==> src/rtl/io_guard_pkg.sv <==
// Shared types and constants for the pad-side project switch guard.
// Holds the handover FSM encoding, counter sizing helper and readback width.
// No logic here; imported by the guard top and its sub-blocks.
package io_guard_pkg;

  // Handover FSM: DRAIN tristates everything, APPLY releases output enables,
  // IDLE passes harness traffic straight through.
  typedef enum logic [1:0] {
    ST_DRAIN = 2'd0,
    ST_APPLY = 2'd1,
    ST_IDLE  = 2'd2
  } guard_state_e;

  // Width of the switch-event readback counter.
  localparam int SWITCH_COUNT_W = 16;

  // Guard counter must hold values up to GUARD_CYCLES.
  function automatic int guard_cnt_w(input int guard_cycles);
    return $clog2(guard_cycles + 1);
  endfunction

endpackage

==> src/rtl/io_in_synchronizer.sv <==
// Multi-flop synchroniser for raw pad inputs, one chain per pad bit.
// Latency: SYNC_STAGES cycles from io pad to q_o.
// No backpressure: samples every cycle unconditionally.
module io_in_synchronizer #(
  parameter int NUM_PADS    = 38,
  parameter int SYNC_STAGES = 2
) (
  input  logic                clk_i,
  input  logic                rst_i,
  input  logic [NUM_PADS-1:0] d_i,
  output logic [NUM_PADS-1:0] q_o
);

  logic [NUM_PADS-1:0] stage_q [SYNC_STAGES];

  // Shift the pad sample through the flop chain; first stage may go metastable.
  always_ff @(posedge clk_i or posedge rst_i) begin
    if (rst_i) begin
      for (int i = 0; i < SYNC_STAGES; i++) begin
        stage_q[i] <= '0;
      end
    end else begin
      stage_q[0] <= d_i;
      for (int i = 1; i < SYNC_STAGES; i++) begin
        stage_q[i] <= stage_q[i-1];
      end
    end
  end

  assign q_o = stage_q[SYNC_STAGES-1];

endmodule

==> src/rtl/io_switch_guard.sv <==
// Break-before-make guard between the harness output mux and the user pads.
// Latency: 1 cycle out/oeb to pads in IDLE; SYNC_STAGES+1 cycles io_in to harness.
// No backpressure: a project change always preempts and restarts the guard.
module io_switch_guard
  import io_guard_pkg::*;
#(
  parameter int NUM_PADS     = 38,
  parameter int GUARD_CYCLES = 16,
  parameter int SYNC_STAGES  = 2
) (
  input  logic                      wb_clk_i,
  input  logic                      wb_rst_i,
  input  logic [7:0]                active_project_i,
  input  logic [NUM_PADS-1:0]       oeb_i,
  input  logic [NUM_PADS-1:0]       out_i,
  input  logic [NUM_PADS-1:0]       io_in,
  output logic [NUM_PADS-1:0]       io_out,
  output logic [NUM_PADS-1:0]       io_oeb,
  output logic [NUM_PADS-1:0]       sync_io_in_o,
  output logic                      busy_o,
  output logic [SWITCH_COUNT_W-1:0] switch_count_o
);

  localparam int              CNT_W      = guard_cnt_w(GUARD_CYCLES);
  localparam logic [CNT_W-1:0] GUARD_LAST = CNT_W'(GUARD_CYCLES - 1);
  localparam logic [SWITCH_COUNT_W-1:0] SWITCH_MAX = '1;

  guard_state_e              state_q, state_d;
  logic [CNT_W-1:0]          cnt_q, cnt_d;
  logic [7:0]                last_project_q;
  logic                      first_q;
  logic                      proj_change;
  logic                      handover_done;
  logic [SWITCH_COUNT_W-1:0] switch_cnt_q, switch_cnt_d;

  logic [NUM_PADS-1:0]       io_out_q, io_out_d;
  logic [NUM_PADS-1:0]       io_oeb_q, io_oeb_d;
  logic [NUM_PADS-1:0]       sync_q, sync_d;
  logic                      busy_q, busy_d;
  logic [NUM_PADS-1:0]       sync_w;

  // The synchroniser free-runs in every state; only its output is gated below.
  io_in_synchronizer #(
    .NUM_PADS    (NUM_PADS),
    .SYNC_STAGES (SYNC_STAGES)
  ) u_sync (
    .clk_i (wb_clk_i),
    .rst_i (wb_rst_i),
    .d_i   (io_in),
    .q_o   (sync_w)
  );

  // The first edge after reset captures the project select as the baseline
  // rather than treating whatever was on the bus as a change.
  assign proj_change = !first_q && (active_project_i != last_project_q);

  // Next-state: a project change always wins and restarts the drain.
  always_comb begin
    state_d       = state_q;
    cnt_d         = cnt_q;
    handover_done = 1'b0;
    if (proj_change) begin
      state_d = ST_DRAIN;
      cnt_d   = '0;
    end else begin
      case (state_q)
        ST_DRAIN: begin
          cnt_d = cnt_q + 1'b1;
          if (cnt_q == GUARD_LAST) begin
            state_d = ST_APPLY;
          end
        end
        ST_APPLY: begin
          state_d       = ST_IDLE;
          handover_done = 1'b1;
        end
        ST_IDLE: begin
          state_d = ST_IDLE;
        end
        default: begin
          state_d = ST_DRAIN;
          cnt_d   = '0;
        end
      endcase
    end
  end

  // Readback counter of completed handovers, sticks at all ones.
  always_comb begin
    switch_cnt_d = switch_cnt_q;
    if (handover_done && (switch_cnt_q != SWITCH_MAX)) begin
      switch_cnt_d = switch_cnt_q + 1'b1;
    end
  end

  // Output targets follow the state being entered, so the pads go tristate
  // on the very edge that sees the project change.
  always_comb begin
    io_out_d = '0;
    io_oeb_d = '1;
    sync_d   = '0;
    busy_d   = 1'b1;
    case (state_d)
      ST_APPLY: begin
        io_oeb_d = oeb_i;
      end
      ST_IDLE: begin
        io_out_d = out_i;
        io_oeb_d = oeb_i;
        sync_d   = sync_w;
        busy_d   = 1'b0;
      end
      default: begin
        io_out_d = '0;
      end
    endcase
  end

  // FSM, guard counter, project tracking and switch counter state.
  always_ff @(posedge wb_clk_i or posedge wb_rst_i) begin
    if (wb_rst_i) begin
      state_q        <= ST_DRAIN;
      cnt_q          <= '0;
      last_project_q <= '0;
      first_q        <= 1'b1;
      switch_cnt_q   <= '0;
    end else begin
      state_q        <= state_d;
      cnt_q          <= cnt_d;
      last_project_q <= active_project_i;
      first_q        <= 1'b0;
      switch_cnt_q   <= switch_cnt_d;
    end
  end

  // Registered pad-side outputs; reset leaves every pad tristate and quiet.
  always_ff @(posedge wb_clk_i or posedge wb_rst_i) begin
    if (wb_rst_i) begin
      io_out_q <= '0;
      io_oeb_q <= '1;
      sync_q   <= '0;
      busy_q   <= 1'b1;
    end else begin
      io_out_q <= io_out_d;
      io_oeb_q <= io_oeb_d;
      sync_q   <= sync_d;
      busy_q   <= busy_d;
    end
  end

  assign io_out         = io_out_q;
  assign io_oeb         = io_oeb_q;
  assign sync_io_in_o   = sync_q;
  assign busy_o         = busy_q;
  assign switch_count_o = switch_cnt_q;

endmodule

==> config.mk <==
export PLATFORM = sky130hd
export DESIGN_NAME = io_switch_guard
export DESIGN_NICKNAME = d
export VERILOG_FILES = /design/src/rtl/io_guard_pkg.sv /design/src/rtl/io_in_synchronizer.sv /design/src/rtl/io_switch_guard.sv
export SDC_FILE = /design/constraint.sdc
export NUM_CORES = 1
export LEC_CHECK = 0
export CAP_MARGIN = 20
export CORE_AREA = 2 2 131 133
export CTS_BUF_LIST = sky130_fd_sc_hd__clkbuf_16
export DETAILED_ROUTE_END_ITERATION = 16
export DIE_AREA = 0 0 133 135
export PLACE_DENSITY_LB_ADDON = 0.2
export SYNTH_ARGS = -nofsm -noshare
export SYNTH_HDL_FRONTEND = slang
export SYNTH_SLANG_ARGS = --single-unit
export TNS_END_PERCENT = 30
==> constraint.sdc <==
create_clock -name wb_clk_i -period 9.35 [get_ports wb_clk_i]
set_clock_uncertainty 0.2 [all_clocks]
set_input_delay 0.935 -clock wb_clk_i [delete_from_list [all_inputs] [get_ports wb_clk_i]]
set_output_delay 0.935 -clock wb_clk_i [all_outputs]
set_load 0.005 [all_outputs]
; ---- After elaboration in Yosys (flattened, before gate mapping)
; Index checks and enable logic that the tools add are counted.
[word_totals]
register_bits = 223
inputBits = 124
out_inout_bits = 131
[op_classes]
add_sub_neg = 2
eq_ne = 8
mux = 11
reduce_logical = 6
[op_table]
columns = operator, count
row1 = two-way mux 38 bit, 3
row2 = adder 16 x 1 -> 16 bit (second input constant), 1
row3 = inequality test 16 bit (second input constant), 1
row4 = one-hot mux 5 bit (2 select lines), 1
row5 = inequality test 8 bit, 1
row6 = adder 5 x 1 -> 5 bit (second input constant), 1
row7 = == test 5 x 4 -> 1 bit (second input constant), 1
row8 = two-way mux 5 bit, 1
row9 = == test 2 x 1 -> 1 bit (second input constant), 2
row10 = == test 2 bit (second input constant), 2
row11 = two-way mux 2 bit, 2
row12 = one-hot mux 2 bit (2 select lines), 1
row13 = OR reduction 2 bit, 2
row14 = two-way mux 1 bit, 3
row15 = logical AND 1 bit, 2
row16 = zero test 2 bit, 1
row17 = inequality test 2 x 1 -> 1 bit (second input constant), 1
row18 = zero test 1 bit, 1

; ---- Longest topological paths before layout
[logic_depth]
depth_word = 7
depth_mapped = 9
ltp_nobuf = 7

; ---- Hierarchy
; A second synthesis with hierarchy kept.
[unflattened]
hier_cells = 497
hier_area_um2 = 7458.4
[by_module_without_submodules]
columns = mod, n_inst, cells_per_inst, area_per_inst_um2, seq_area_each_um2
row1 = io_switch_guard, 1, 382, 5267.6, 3728.6
row2 = io_in_synchronizer, 1, 115, 2190.9, 1901.8

; ---- Worst setup path before layout
; No wires, ideal clock.
[synth_path]
kind = input-to-reg
from = input active_project_i[6]
to = register io_oeb_q[17] (netlist: io_oeb[17])
setup_ns = 0.084
arrival_ns = 2.859
required_time_ns = 9.066
path_slack_ns = 6.207
path_stages = 9
n_path_buf = 3
path_cell_list = xor2_1 > nor4_1 > a21oi_1 > clkbuf_1 > or2_2 > ha_1 > clkbuf_1 > clkbuf_1 > or2_2
[synth_via]
elab_chain_cells = 6
[synth_rtl]
columns = item, line_no
row1 = from (decl), io_switch_guard.sv:13  ; input logic [7:0] active_project_i,
row2 = inequality test 8 bit (*), io_switch_guard.sv:55  ; assign proj_change = !first_q && (active_project_i != last_project_q);
row3 = logical AND 1 bit (*), io_switch_guard.sv:55
row4 = two-way mux 2 bit (*), io_switch_guard.sv:62  ; if (proj_change) begin
row5 = == test 2 bit / == test 2 x 1 -> 1 bit (equally long branches), io_switch_guard.sv:103  ; case (state_d)
row6 = OR reduction 2 bit (no line) (*), -
row7 = two-way mux 38 bit (*), io_switch_guard.sv:103
row8 = named net io_oeb_d[17], io_switch_guard.sv:37  ; logic [NUM_PADS-1:0] io_oeb_q, io_oeb_d;
row9 = to (signal assigned), io_switch_guard.sv:145  ; io_oeb_q <= io_oeb_d;
row10 = to (decl), io_switch_guard.sv:37
; The timed path passes the listed nets; every way through them passes the cells marked *.
; A chain may end at the register's enable or synchronous reset.

; ---- Final worst setup path
[layout_path]
from = input active_project_i[6]
to = register io_oeb_q[7] (netlist: io_oeb[7])
; The elaborated chain is that of the path after synthesis.

==> impl_metrics.json <==
{
  "outcome": "complete, no violations",
  "timing.critical_path.max_delay_family": "simple AND/OR/NAND/NOR gates",
  "synthDistinctLibCells": 37,
  "tritoncts": "built",
  "slew_headroom_pct": 42.05,
  "clk_pin_slew_ns": 0.06,
  "rsz0062_at_grt": "no",
  "finalWeightedCongestion": 0.7658,
  "post_synth_most_frequent_cells": "sky130_fd_sc_hd__dfrtp_1, sky130_fd_sc_hd__and2_1, sky130_fd_sc_hd__dfstp_2, sky130_fd_sc_hd__or2_2, sky130_fd_sc_hd__xor2_1",
  "setup_viol": 0,
  "die-area_um2": 17960,
  "critical_path_depth": 8,
  "timing_worst_slew_pin_value_ns": 0.8693,
  "dp.final_hpwl_mm": 10.57,
  "cts_repair_resize_count": 0,
  "crit_chain": "clkdlybuf4s50_1 -> xor2_1 -> nor4_1 -> a21oi_1 -> buf_4 -> or2_2 -> ha_2 -> or2_2",
  "synth-seq-cells": 223,
  "crit_fanout": 38,
  "power_per_cell_area_nw_per_um2": 177.5,
  "period_share_pct": 33.92,
  "initial_utilization_pct": 43.39,
  "fmax_mhz": 315.3,
  "cts_sinks": 223,
  "gr-usage-all-layers_pct": 17.27,
  "post_layout_nets": 855,
  "route.vias.total": 4318,
  "drt-wirelength-per-cell_um": 15.84,
  "grt_util_met1_pct": 18.53,
  "dominantRegCellSynth": "sky130_fd_sc_hd__dfrtp_1",
  "dieHeight_um": 135,
  "met3_usage_pct": 6.344,
  "fin_setup_tns_ns": 0,
  "post_synthesis_cells": 458,
  "cp.arrival_ns": 3.40,
  "synth.most_common_cell": "sky130_fd_sc_hd__dfrtp_1",
  "crit_path_frequent_cell": "sky130_fd_sc_hd__or2_2",
  "num_rows": 47,
  "io-pin-count": 255,
  "ff2ff_setup_slack_ns": 6.69,
  "timing.final.hold_violations": 0,
  "maxCapViolations": 0,
  "grt_antenna_before_repair": 0,
  "cell_accounting_for_the_most_synthesized_area": "sky130_fd_sc_hd__dfrtp_1",
  "detail_route.drc_violations": 0,
  "timing.critical_path.buf_inv": 2,
  "synth.yosys.warnings": 0,
  "final_critical_path_setup_slack_ns": 6.178,
  "cp_slowest_stage_delay_ns": 0.68,
  "synthesis.area_um2": 7119,
  "post-route-min-period_ns": 3.172,
  "synth_fp_nets": 588,
  "peakVddDrop_mv": 0.1271,
  "worst_path_max_delay_cell": "sky130_fd_sc_hd__ha_2",
  "gr-max-usage-layer": "met2",
  "design_area_um2": 10630,
  "drtAntennaViolNets": 0,
  "clk_buf_depth": 3,
  "postSynth.asyncResetShare_pct": 100.0,
  "ff2ff_path_depth": 7,
  "post-synth-top-area-fraction_pct": 64.32,
  "grt_remaining_overflow": 0,
  "post_synth_main_area_contributors": "sky130_fd_sc_hd__dfrtp_1, sky130_fd_sc_hd__dfstp_2, sky130_fd_sc_hd__and2_1",
  "wl_final_mm": 15.24,
  "post-layout-total-power_mw": 1.887,
  "grt_max_degree": 137,
  "area_of_the_core_um2": 16410,
  "timing.setup.critical_path_class": "in -> reg",
  "post_cts_hold_buffer_count": 0,
  "worst_setup_path_end_kind": "register",
  "timing.hold.worst.class": "reg -> reg",
  "placed_cell_area_um2": 9901,
  "count_of_flip_flops_with_a_built_in_enable_after_synthesis": 0,
  "cts.htree.levels": 1,
  "avgSynthCellArea_um2": 15.54,
  "insertedDiodeCount": 0,
  "worst_setup_path_start_kind": "input port",
  "layout-drive-gt1-share_pct": 16.31,
  "total_leakage_power_nw": 4.714,
  "fin_worst_hold_slack_ns": 0.1421,
  "die_width_um": 133,
  "clk-insertion-delay-late_ns": 0.49,
  "global_route.usage.met2_pct": 32.24,
  "viasPerCell": 4.489,
  "global_route_wire_length_before_repair_mm": 24.37,
  "whs_path_depth": 0,
  "slew_violations": 0,
  "placement.setup.worst_slack_ns": 5.401,
  "drt_pass1_iterations": 4,
  "area.growth.synth_to_final_pct": 49.35,
  "crit_required_ns": 9.58,
  "grt_pass1_vias": 4892,
  "cts.repair_timing.setup_buffer_count": 0,
  "ctsRootBufferMaster": "sky130_fd_sc_hd__clkbuf_16",
  "dr.first_iter.drc_count": 185,
  "cts_inserted_buffers": 23,
  "portBuffers": 254,
  "yosysSeqAreaShare_pct": 79.09
}
path summary, 6_finish.rpt:
check / from / endpoint
min reg2reg: u_sync.stage_q[47] / u_sync.q_o[9]
max: active_project_i[6] / io_oeb[7]
max in group asynchronous: wb_rst_i / io_oeb[15]
max reg2reg: last_project_q[6] / io_oeb[7]
min: u_sync.stage_q[47] / u_sync.q_o[9]
min in group asynchronous: wb_rst_i / u_sync.stage_q[59]
metal layers:
metal	share of wire [%]	routed length, µm
met5	0	0
met4	1.3	205
met3	9.1	1383
met2	55	8433
met1	34	5219
cells in the final DEF (no fill, tap or decap), types with 3 or more instances in the layout:
cell	Yosys	layout
sky130_fd_sc_hd__clkinv_1	0	8
sky130_fd_sc_hd__or2_2	40	40
sky130_fd_sc_hd__inv_1	7	12
sky130_fd_sc_hd__and2_1	76	76
sky130_fd_sc_hd__dfstp_2	40	40
sky130_fd_sc_hd__xnor2_1	3	3
sky130_fd_sc_hd__ha_1	6	5
sky130_fd_sc_hd__nand2_1	6	6
sky130_fd_sc_hd__nor3_1	9	9
sky130_fd_sc_hd__nand3_1	9	9
sky130_fd_sc_hd__clkdlybuf4s50_1	0	254
sky130_fd_sc_hd__xor2_1	19	19
sky130_fd_sc_hd__a21oi_1	5	5
sky130_fd_sc_hd__nor2_1	9	9
sky130_fd_sc_hd__dfrtp_1	183	183
sky130_fd_sc_hd__clkbuf_16	0	23
sky130_fd_sc_hd__nor4_1	5	5
final cells by class:
cell class | count | area, µm²
fill | 1185 | 5774
sequential | 223 | 5630
timing repair buffer | 258 | 2605
multi-input combinational | 212 | 1404
clock buffer | 23 | 575.6
tap | 220 | 275.3
clock inverter | 19 | 108.9
inverter | 7 | 33.78
cells by family after synthesis:
logic type / count (synthesis) / share of synthesized area [%]
simple gates: 171 / 14.57
flops: 223 / 79.09
buf+inv: 23 / 1.230
mux: 2 / 0.3690
fa+ha+maj: 6 / 1.054
xor+xnor: 22 / 2.707
other cells: 1 / 0.05267
compound gates: 10 / 0.9315
state kept, by name, summed over array words and instances (netlist names):
register and flops:
busy_o 1, cnt_q 5, first_q 1, io_oeb 38, io_out 38, last_project_q 8, state_q 2, switch_count_o 16
sync_io_in_o 38, u_sync.q_o 38, u_sync.stage_q 38
through the flow:
step | std cells | util, %
after global routing | 962 | 64.81
after CTS | 960 | 64.52
after global placement | 918 | 60.34
after floorplan | 458 | -
final | 962 | 64.81
after detailed placement | 918 | 60.34
power breakdown:
part	internal (mW)	switching [mW]
registers	0.986	0.00589
logic	0.0499	0.0291
clock network	0.473	0.344
Note: power is estimated with default switching activity, not from simulation.
